`config.mk`:
```
export PLATFORM = sky130hd
export DESIGN_NAME = ray_dispatcher_flat
export DESIGN_NICKNAME = d
export VERILOG_FILES = /design/src/rtl/ray_dispatcher_pkg.sv /design/src/rtl/ray_dispatcher_if.sv /design/src/rtl/ray_dispatcher_rr_arbiter.sv /design/src/rtl/ray_dispatcher.sv /design/src/flat_wrapper.sv
export SDC_FILE = /design/constraint.sdc
export NUM_CORES = 1
export LEC_CHECK = 0
export CELL_PAD_IN_SITES_DETAIL_PLACEMENT = 1
export CELL_PAD_IN_SITES_GLOBAL_PLACEMENT = 2
export CORE_ASPECT_RATIO = 2
export CORE_UTILIZATION = 36
export DETAILED_ROUTE_END_ITERATION = 8
export PLACE_DENSITY_LB_ADDON = 0.12
export SYNTH_ARGS = -nofsm -noshare
export SYNTH_HDL_FRONTEND = slang
export SYNTH_SLANG_ARGS = --single-unit
export TNS_END_PERCENT = 10
```
`constraint.sdc`:
```
create_clock -name clk -period 14.2 [get_ports clk]
set_clock_uncertainty 0.15 [all_clocks]
set_input_delay 3.55 -clock clk [delete_from_list [all_inputs] [get_ports clk]]
set_output_delay 3.55 -clock clk [all_outputs]
set_load 0.05 [all_outputs]
```
`src/rtl/ray_dispatcher_pkg.sv`:
```
// Shared types for the ray dispatcher front end.
// Tag field width follows the codebase TAG_SIZE macro.
`ifndef TAG_SIZE
`define TAG_SIZE 6
`endif

package ray_dispatcher_pkg;

  typedef struct packed {
    logic [15:0] x;
    logic [15:0] y;
    logic [15:0] z;
  } RayDirection;

  typedef struct packed {
    logic [`TAG_SIZE-1:0] tag;
    RayDirection          dir;
  } TaggedRay;

  typedef enum logic {
    RUN,
    DRAIN
  } disp_state_e;

endpackage

```
`src/rtl/ray_dispatcher_if.sv`:
```
// Upstream ray handshake and divider-lane bus.
// slave is the dispatcher side, master the driver side.
interface ray_dispatcher_if #(
  parameter int DIV_COUNT = 16
);
  import ray_dispatcher_pkg::*;

  logic                 ray_valid_in;
  RayDirection          ray_dir_in;
  logic                 ray_ready_out;
  logic [DIV_COUNT-1:0] div_busy_in;
  logic [DIV_COUNT-1:0] fifo_overflow_in;
  logic [DIV_COUNT-1:0] div_start_out;
  TaggedRay             tagged_ray_out;

  modport slave (
    input  ray_valid_in,
    input  ray_dir_in,
    input  div_busy_in,
    input  fifo_overflow_in,
    output ray_ready_out,
    output div_start_out,
    output tagged_ray_out
  );

  modport master (
    output ray_valid_in,
    output ray_dir_in,
    output div_busy_in,
    output fifo_overflow_in,
    input  ray_ready_out,
    input  div_start_out,
    input  tagged_ray_out
  );
endinterface

```
`src/rtl/ray_dispatcher_rr_arbiter.sv`:
```
// Combinational round-robin arbiter.
// First request at or after ptr, scanning cyclically.
module rr_arbiter #(
  parameter int N = 16,
  localparam int W = (N > 1) ? $clog2(N) : 1
) (
  input  logic [N-1:0] req,
  input  logic [W-1:0] ptr,
  output logic [N-1:0] grant,
  output logic [W-1:0] idx,
  output logic         any
);

  always_comb begin
    grant = '0;
    idx   = '0;
    any   = |req;
    // Scan downward so the closest request wins.
    for (int k = N - 1; k >= 0; k--) begin
      automatic int j = (int'(ptr) + k) % N;
      if (req[W'(j)]) idx = W'(j);
    end
    if (any) grant[idx] = 1'b1;
  end

endmodule

```
`src/rtl/ray_dispatcher.sv`:
```
// Ray dispatcher: tags in-order rays and issues them
// round-robin to free divider lanes under a credit limit.
module ray_dispatcher
  import ray_dispatcher_pkg::*;
#(
  parameter int DIV_COUNT    = 16,
  parameter int TAG_SIZE     = `TAG_SIZE,
  parameter int MAX_INFLIGHT = 32
) (
  input  logic clk,
  input  logic reset,
  ray_dispatcher_if.slave bus,
  input  logic retire_in,
  input  logic flush_in,
  output logic [$clog2(MAX_INFLIGHT+1)-1:0] inflight_out,
  output logic flush_done_out
);

  localparam int LW = (DIV_COUNT > 1) ? $clog2(DIV_COUNT) : 1;
  localparam int CW = $clog2(MAX_INFLIGHT + 1);
  localparam int TW = `TAG_SIZE;

  disp_state_e state, state_n;

  logic                 live;
  logic                 pending_valid;
  RayDirection          pending_dir;
  RayDirection          issue_dir;
  logic [TAG_SIZE-1:0]  tag;
  logic [LW-1:0]        rr_ptr;
  logic [LW-1:0]        last_lane;
  logic [LW-1:0]        sel;
  logic                 issued_q;
  logic [CW-1:0]        inflight;
  logic [DIV_COUNT-1:0] eligible;
  logic [DIV_COUNT-1:0] grant;
  logic [DIV_COUNT-1:0] start_q;
  TaggedRay             tagged_q;
  logic                 any_elig;
  logic                 can_issue;
  logic                 accept;
  logic                 issue;
  logic                 retire_ok;
  logic                 drain_done;

  // Mask the lane started last cycle; its busy flag lags by one.
  always_comb begin
    for (int i = 0; i < DIV_COUNT; i++) begin
      eligible[i] = !bus.div_busy_in[i] &&
                    !bus.fifo_overflow_in[i] &&
                    !(issued_q && last_lane == LW'(i));
    end
  end

  rr_arbiter #(.N(DIV_COUNT)) u_arb (
    .req   (eligible),
    .ptr   (rr_ptr),
    .grant (grant),
    .idx   (sel),
    .any   (any_elig)
  );

  assign can_issue = any_elig &&
                     (inflight < CW'(MAX_INFLIGHT));
  assign bus.ray_ready_out = live && state == RUN &&
                             (!pending_valid || can_issue);
  assign accept     = bus.ray_valid_in && bus.ray_ready_out;
  assign issue      = can_issue && (pending_valid || accept);
  assign issue_dir  = pending_valid ? pending_dir
                                    : bus.ray_dir_in;
  assign retire_ok  = retire_in && inflight != '0;
  assign drain_done = !pending_valid && inflight == '0;

  assign bus.div_start_out  = start_q;
  assign bus.tagged_ray_out = tagged_q;
  assign inflight_out       = inflight;

  always_comb begin
    state_n        = state;
    flush_done_out = 1'b0;
    unique case (state)
      RUN: if (flush_in) state_n = DRAIN;
      DRAIN: begin
        if (drain_done) begin
          state_n        = RUN;
          flush_done_out = 1'b1;
        end
      end
      default: state_n = RUN;
    endcase
  end

  always_ff @(posedge clk or posedge reset) begin
    if (reset) begin
      state         <= RUN;
      live          <= 1'b0;
      pending_valid <= 1'b0;
      pending_dir   <= '0;
      tag           <= TAG_SIZE'(1);
      rr_ptr        <= '0;
      last_lane     <= '0;
      issued_q      <= 1'b0;
      inflight      <= '0;
      start_q       <= '0;
      tagged_q      <= '0;
    end else begin
      state    <= state_n;
      live     <= 1'b1;
      issued_q <= issue;
      start_q  <= issue ? grant : '0;
      if (pending_valid) begin
        if (issue) pending_valid <= accept;
      end else begin
        pending_valid <= accept && !issue;
      end
      if (accept) pending_dir <= bus.ray_dir_in;
      if (issue) begin
        tagged_q  <= '{tag: TW'(tag), dir: issue_dir};
        last_lane <= sel;
        rr_ptr    <= (sel == LW'(DIV_COUNT - 1)) ? '0
                                                 : sel + 1'b1;
        // Tag 0 means "none" downstream, so wrap to 1.
        tag       <= (&tag) ? TAG_SIZE'(1) : tag + 1'b1;
      end
      if (state == DRAIN && drain_done) begin
        tag    <= TAG_SIZE'(1);
        rr_ptr <= '0;
      end
      unique case ({issue, retire_ok})
        2'b10:   inflight <= inflight + 1'b1;
        2'b01:   inflight <= inflight - 1'b1;
        default: ;
      endcase
    end
  end

endmodule

```
`src/flat_wrapper.sv`:
```
// flat-port wrapper written by rule: the top's interface ports become plain ports
module ray_dispatcher_flat import ray_dispatcher_pkg::*;
#(
  parameter int DIV_COUNT    = 16,
  parameter int TAG_SIZE     = `TAG_SIZE,
  parameter int MAX_INFLIGHT = 32
)
  (clk, reset, retire_in, flush_in, inflight_out, flush_done_out, bus_ray_valid_in, bus_ray_dir_in, bus_div_busy_in, bus_fifo_overflow_in, bus_ray_ready_out, bus_div_start_out, bus_tagged_ray_out);
  ray_dispatcher_if #(.DIV_COUNT(DIV_COUNT)) bus_i ();
  input  logic clk;
  input  logic reset;
  input  logic retire_in;
  input  logic flush_in;
  output logic [$clog2(MAX_INFLIGHT+1)-1:0] inflight_out;
  output logic flush_done_out;
  input wire logic [$bits(bus_i.ray_valid_in)-1:0] bus_ray_valid_in;
  input wire logic [$bits(bus_i.ray_dir_in)-1:0] bus_ray_dir_in;
  input wire logic [$bits(bus_i.div_busy_in)-1:0] bus_div_busy_in;
  input wire logic [$bits(bus_i.fifo_overflow_in)-1:0] bus_fifo_overflow_in;
  output wire logic [$bits(bus_i.ray_ready_out)-1:0] bus_ray_ready_out;
  output wire logic [$bits(bus_i.div_start_out)-1:0] bus_div_start_out;
  output wire logic [$bits(bus_i.tagged_ray_out)-1:0] bus_tagged_ray_out;
  assign bus_i.ray_valid_in = bus_ray_valid_in;
  assign bus_i.ray_dir_in = bus_ray_dir_in;
  assign bus_i.div_busy_in = bus_div_busy_in;
  assign bus_i.fifo_overflow_in = bus_fifo_overflow_in;
  assign bus_ray_ready_out = bus_i.ray_ready_out;
  assign bus_div_start_out = bus_i.div_start_out;
  assign bus_tagged_ray_out = bus_i.tagged_ray_out;
  ray_dispatcher #(.DIV_COUNT(DIV_COUNT), .TAG_SIZE(TAG_SIZE), .MAX_INFLIGHT(MAX_INFLIGHT)) u_core (.clk(clk), .reset(reset), .bus(bus_i), .retire_in(retire_in), .flush_in(flush_in), .inflight_out(inflight_out), .flush_done_out(flush_done_out));
endmodule
```
* After elaboration in Yosys (flattened, before gate mapping)
Index checks and enable logic that the tools add are counted. W data, S select, Z words.
Storage, ports and cells: bits in registers 142, input bits 85, output and inout bits 78
Cells by class: $add $sub $neg 19, magnitude comparators 19, equality and inequality tests 18, muxes and demuxes 83, bitwise operators 1, reductions and logical operators 117
Operator list (number):
- $lt A4 B6 Y1 const B | 16
- $mux W4 | 19
- $bmux W1 S4 | 16
- $logic_and A1 B1 Y1 | 58
- $logic_not A1 Y1 | 50
- $mux W48 | 1
- $mux W1 | 39
- $eq A4 B4 Y1 const B | 9
- $add A4 B4 Y4 const B | 8
- $mux W16 | 2
- $mux W6 | 3
- $add A4 B3 Y4 const B | 4
- $eq A4 B3 Y1 const B | 4
- $reduce_or A16 Y1 | 1
- $add A6 B1 Y6 const B | 2
- $pmux W6 S2 | 1
- $add A4 B1 Y4 const B | 2
- $add A4 B2 Y4 const B | 2
- $eq A4 B2 Y1 const B | 2
- $logic_not A6 Y1 | 1
- $lt A6 B6 Y1 const B | 1
- $reduce_and A6 Y1 | 1
- $reduce_bool A6 Y1 | 1
- $sub A6 B1 Y6 const B | 1
- other kinds (11) | 13

* Depth between registers and ports, before layout
depth after elaboration 29, gate-level depth with buffers 20, gate-level depth less buffers 17

* Modules after synthesis
Synthesis repeated with hierarchy kept, for this count alone.
Second synthesis, totals: cells, all modules 824, area total of the unflattened synthesis 8683.3 um2
Modules (own cells, without submodules):
- ray_dispatcher | times used 1, cells an instance 526, area an instance 6169.7 um2, seq. area each 3554.7 um2
- rr_arbiter | times used 1, cells an instance 298, area an instance 2513.7 um2, seq. area each 0.0 um2

* Worst setup path before layout
No wires, ideal clock.
path type input port to output port, from input port bus_fifo_overflow_in[3], to output port bus_ray_ready_out, arrival 5.092 ns, setup slack 5.408 ns, cell stages on the path 5, path buffers 0, cells stage by stage nor2_1 > o21ai_1 > and4_1 > a41o_1 > a21oi_1
On the way: word-level cells in the longest chain between the ends 7
Ends and longest elaborated chain:
- from (decl) | RTL line flat_wrapper.sv:19 | input wire logic [$bits(bus_i.fifo_overflow_in)-1:0] bus_fifo_overflow_in;
- $logic_not A1 Y1 | RTL line ray_dispatcher.sv:50 | !bus.fifo_overflow_in[i] &&
- $logic_and A1 B1 Y1 | RTL line ray_dispatcher.sv:49 | eligible[i] = !bus.div_busy_in[i] &&
- $logic_and A1 B1 Y1 | RTL line ray_dispatcher.sv:50
- $reduce_or A16 Y1 | RTL line ray_dispatcher_rr_arbiter.sv:17 | any = |req;
- $logic_and A1 B1 Y1 | RTL line ray_dispatcher.sv:63 | assign can_issue = any_elig &&
- $logic_or A1 B1 Y1 | RTL line ray_dispatcher.sv:66 | (!pending_valid || can_issue);
- $logic_and A1 B1 Y1 | RTL line ray_dispatcher.sv:65 | assign bus.ray_ready_out = live && state == RUN &&
- to (decl) | RTL line flat_wrapper.sv:20 | output wire logic [$bits(bus_i.ray_ready_out)-1:0] bus_ray_ready_out;
Every way passes these cells.

* Final worst setup path
Ends and elaborated chain as after synthesis.

==> impl_metrics.ini <==
[floorplanning]
die-width_microns = 110.3
initial_utilization = 0.3651
io_pins = 163
rows = 79
placeable_core_region_sq_um = 23130
die-height_microns = 218.6
die_area_sq_um = 24110

[worst_setup_path]
cp_required_ns = 10.50
timing.critical_path.from_type = input port
setup_slack_on_the_worst_flop_to_flop_path_ns = 8.34
cpPeakStageDelay_ns = 0.90
worst_r2r_endpoint = u_core.rr_ptr[3]$_DFFE_PP0P_
cp_cell_sequence = clkdlybuf4s50_1 > nor2_1 > o21ai_1 > and4_1 > a41o_1 > a21oi_1 > clkdlybuf4s50_1
r2r_cells = 19
max_fo_critical_path = 5
crit_type = input port to output pin
timing.critical_path.mode_cell = clkdlybuf4s50_1
worst_ep_arrival_time_ns = 6.09
critical_path.slowest_cell = clkdlybuf4s50_1
timing.rr.start = u_core.rr_ptr[0]$_DFFE_PP0P_
timing.critical_path.to_type = output pin

[worst_hold_path]
holdPathEnd = u_core.bus.tagged_ray_out[25]$_DFFE_PP0P_
hold_path.startpoint = u_core.bus.tagged_ray_out[25]$_DFFE_PP0P_
hold_depth = 2
worstHoldPathType = register to register

[layout]
area.sequential_sq_um = 3556
finish.net_count = 1071
flow.area_growth_from_synthesis_pct = 29.33
fillerInstances = 2582
antenna_diode_count = 0
multi_input_area_sq_um = 4642
stdcell_count = 1264
fraction_of_final_layout_cells_with_drive_strength_greater_than_1 = 0.1509

[timing]
setup_tns_ns = 0
hold-worst-slack_ns = 0.3329
timing.final.hold_violations = 0
layout_worst_path_cycle_share = 0.6896
worstMarginPinSlew_ns = 1.098
final.min_clock_period_ns = 9.793
rsz0062_at_grt = false
relSlewSlack = 0.2678
report.final.setup_viol = 0
timing.fmax_ghz = 0.1021
layout_setup_ws_ns = 4.407
final-max-slew-violation-count = 0

[drt]
wirelength_mm = 27.83
route.detailed.wl_per_inst_microns = 22.02
vias_per_cell = 5.604
vias = 7084
initialDrtViolationCount = 272
antenna_left = 0
drc_errors = 0
detail_route.first_pass.iterations = 4

[power]
leakage_power_of_the_design_nw = 4.595
power.ir.vdd_worst_v = 0.0001626
share_comb_of_total_power = 0.609
power.internal_mw = 1.524
clock_power_share = 0.159
switchingPower_mw = 1.411
cellPowerDensity_nw_per_um2 = 268.6
sw_frac_of_total = 0.4807
pwr-share-seq = 0.232
finalPower_mw = 2.934

[cts]
post_cts_gate_resize_count = 0
clock_insertion_delay_worst_skew_ns = 0.43
tritoncts = yes
cts_made_buffers = 17
clk_path_buf_depth = 2
post-cts-setup-buffers = 0
cts.htree.levels = 4
cts_hold_buffers = 0
clk_transition_reported_paths_ns = 0.06
clk_root_buffer_cell = clkbuf_16
tritoncts_num_sinks = 142

[logic_synthesis]
synth_seq_area_share = 0.4209
synth-main-ff-cell = dfrtp_1
mappedNetlistArea_sq_um = 8446
synth.distinct_cells = 75
post_synth_inst_count = 827
postSynth.asyncResetShare = 1.000
synthesis.nets = 930
avgSynthCellArea_sq_um = 10.21
number_of_enable_type_register_cells_in_the_synthesized_netlist = 0
yosysWarningCount = 0
ys_ff_latch = 142

[place]
place.gp.congestion = 0.8990
pre_cts_slack_ns = 4.426
detailed_place_hpwl_mm = 20.98
port-buffer-count = 162
dp.cells = 1232

[global_route]
global_router_s_overall_resource_usage = 0.2440
largest_net_degree_at_the_start_of_global_routing = 122
antenna_found_initial = 0
globalRouteOverflowTotal = 0
global_route_wire_length_before_repair_mm = 43.48
number_of_global_route_vias_before_repair = 8016

[run_status]
status = completed

[flow_run]
count_of_max_cap_constraint_violations = 0
## synth_stat cells, types with 3 or more instances
master	number	area (sq um)
buf_1	7	26.28
mux2i_1	67	670.6
clkbuf_1	36	135.1
a221oi_1	4	35.03
nand2_1	117	439.2
and3_1	17	106.4
mux4_2	20	450.4
o22ai_1	3	18.77
a21oi_1	22	110.1
nand4_1	7	43.79
nor3_1	6	30.03
dfrtp_1	141	3528
o2111ai_1	7	61.31
ha_1	17	212.7
xnor2_1	10	87.58
o32a_1	3	30.03
o211ai_1	9	67.56
o31ai_1	4	30.03
inv_1	19	71.32
a21o_1	5	37.54
o21ai_2	3	26.28
nor4_1	3	18.77
nand2b_1	6	37.54
o21ai_1	19	95.09
nor2_1	41	153.9
o21ai_0	75	375.4
nand3_1	8	40.04
buf_2	3	15.01
o21a_1	9	67.56
xor2_1	12	105.1
mux2_2	68	765.7
and2_1	4	25.02
o211a_1	3	30.03
## sequential cells by signal, indices dropped and copies added, names as in the netlist
signal / cells
u_core.bus.div_start_out: 16
u_core.last_lane: 4
u_core.pending_dir: 48
u_core.state: 1
u_core.pending_valid: 1
u_core.live: 1
u_core.issued_q: 1
u_core.bus.tagged_ray_out: 54
u_core.rr_ptr: 4
u_core.inflight_out: 6
u_core.tag: 6
## layout make-up
class,instances,area share
multi-input combinational,618,0.4250
sequential,142,0.3255
timing repair buffer,169,0.1533
clock buffer,20,0.04181
tap,283,0.03242
clock inverter,12,0.01466
inverter,20,0.007331
## cells by family after synthesis
logic type,Yosys count,share of synthesized area
fa+ha+maj,19,0.02874
compound gates,197,0.1523
simple gates,223,0.1190
flops,142,0.4209
mux,156,0.2252
xor+xnor,22,0.02281
other cells,1,0.0004440
buf+inv,67,0.03067
## layout by cell type (no fill, tap or decap), drive strengths merged, types with 8 or more instances in the layout
master / count
a21oi: 22
and3: 17
clkbuf: 20
clkdlybuf4s50: 162
dfrtp: 141
ha: 17
inv: 21
mux2: 69
mux2i: 67
mux4: 20
nand2: 117
nand3: 8
nor2: 42
o211ai: 11
o21a: 9
o21ai: 98
xnor2: 10
xor2: 12
## critical path, delay by kind of cell
| family | cells | cell delay [ns] |
|---|---|---|
| and+or+nand+nor | 2 | 0.45 |
| buffers and inverters | 2 | 1.30 |
| AOI/OAI and AO/OA | 3 | 0.79 |
## per-stage QoR
stage / utilization / area, sq um
detailed placement: 0.4456 / 10310
finish: 0.4722 / 10920
global route: 0.4722 / 10920
CTS: 0.4722 / 10920
floorplan: - / 8446
global placement: 0.4456 / 10310
## routing by layer
| layer | vias up | wire (microns) | share of wire | GRT usage |
|---|---|---|---|---|
| li1 | 3290 | - | - | - |
| met1 | 3546 | 8983 | 0.32 | 0.2186 |
| met2 | 180 | 16100 | 0.58 | 0.4704 |
| met3 | 68 | 1212 | 0.044 | 0.05875 |
| met4 | 0 | 1542 | 0.055 | 0.1430 |
| met5 | - | 0 | 0 | 0 |
## power by group through the flow
stage	clock network, mW	logic [mW]	registers (mW)
6_report	0.465	1.79	0.682
5_1_grt	0.490	1.92	0.704
4_1_cts	0.478	1.79	0.684
3_5_place_dp	0	1.79	0.689
3_3_place_gp	0	1.74	0.675
2_1_floorplan	0	0.989	0.910
## how the worst max path moves through the flow
stage	from	to	cells past startpoint
after global placement	bus_fifo_overflow_in[3]	bus_ray_ready_out	7
after detailed placement	bus_fifo_overflow_in[3]	bus_ray_ready_out	7
final	bus_fifo_overflow_in[3]	bus_ray_ready_out	7
after floorplan	bus_fifo_overflow_in[3]	bus_ray_ready_out	5
after global routing	bus_fifo_overflow_in[4]	bus_ray_ready_out	7
after CTS	bus_fifo_overflow_in[3]	bus_ray_ready_out	7
Power figures use the tool's default switching activity.
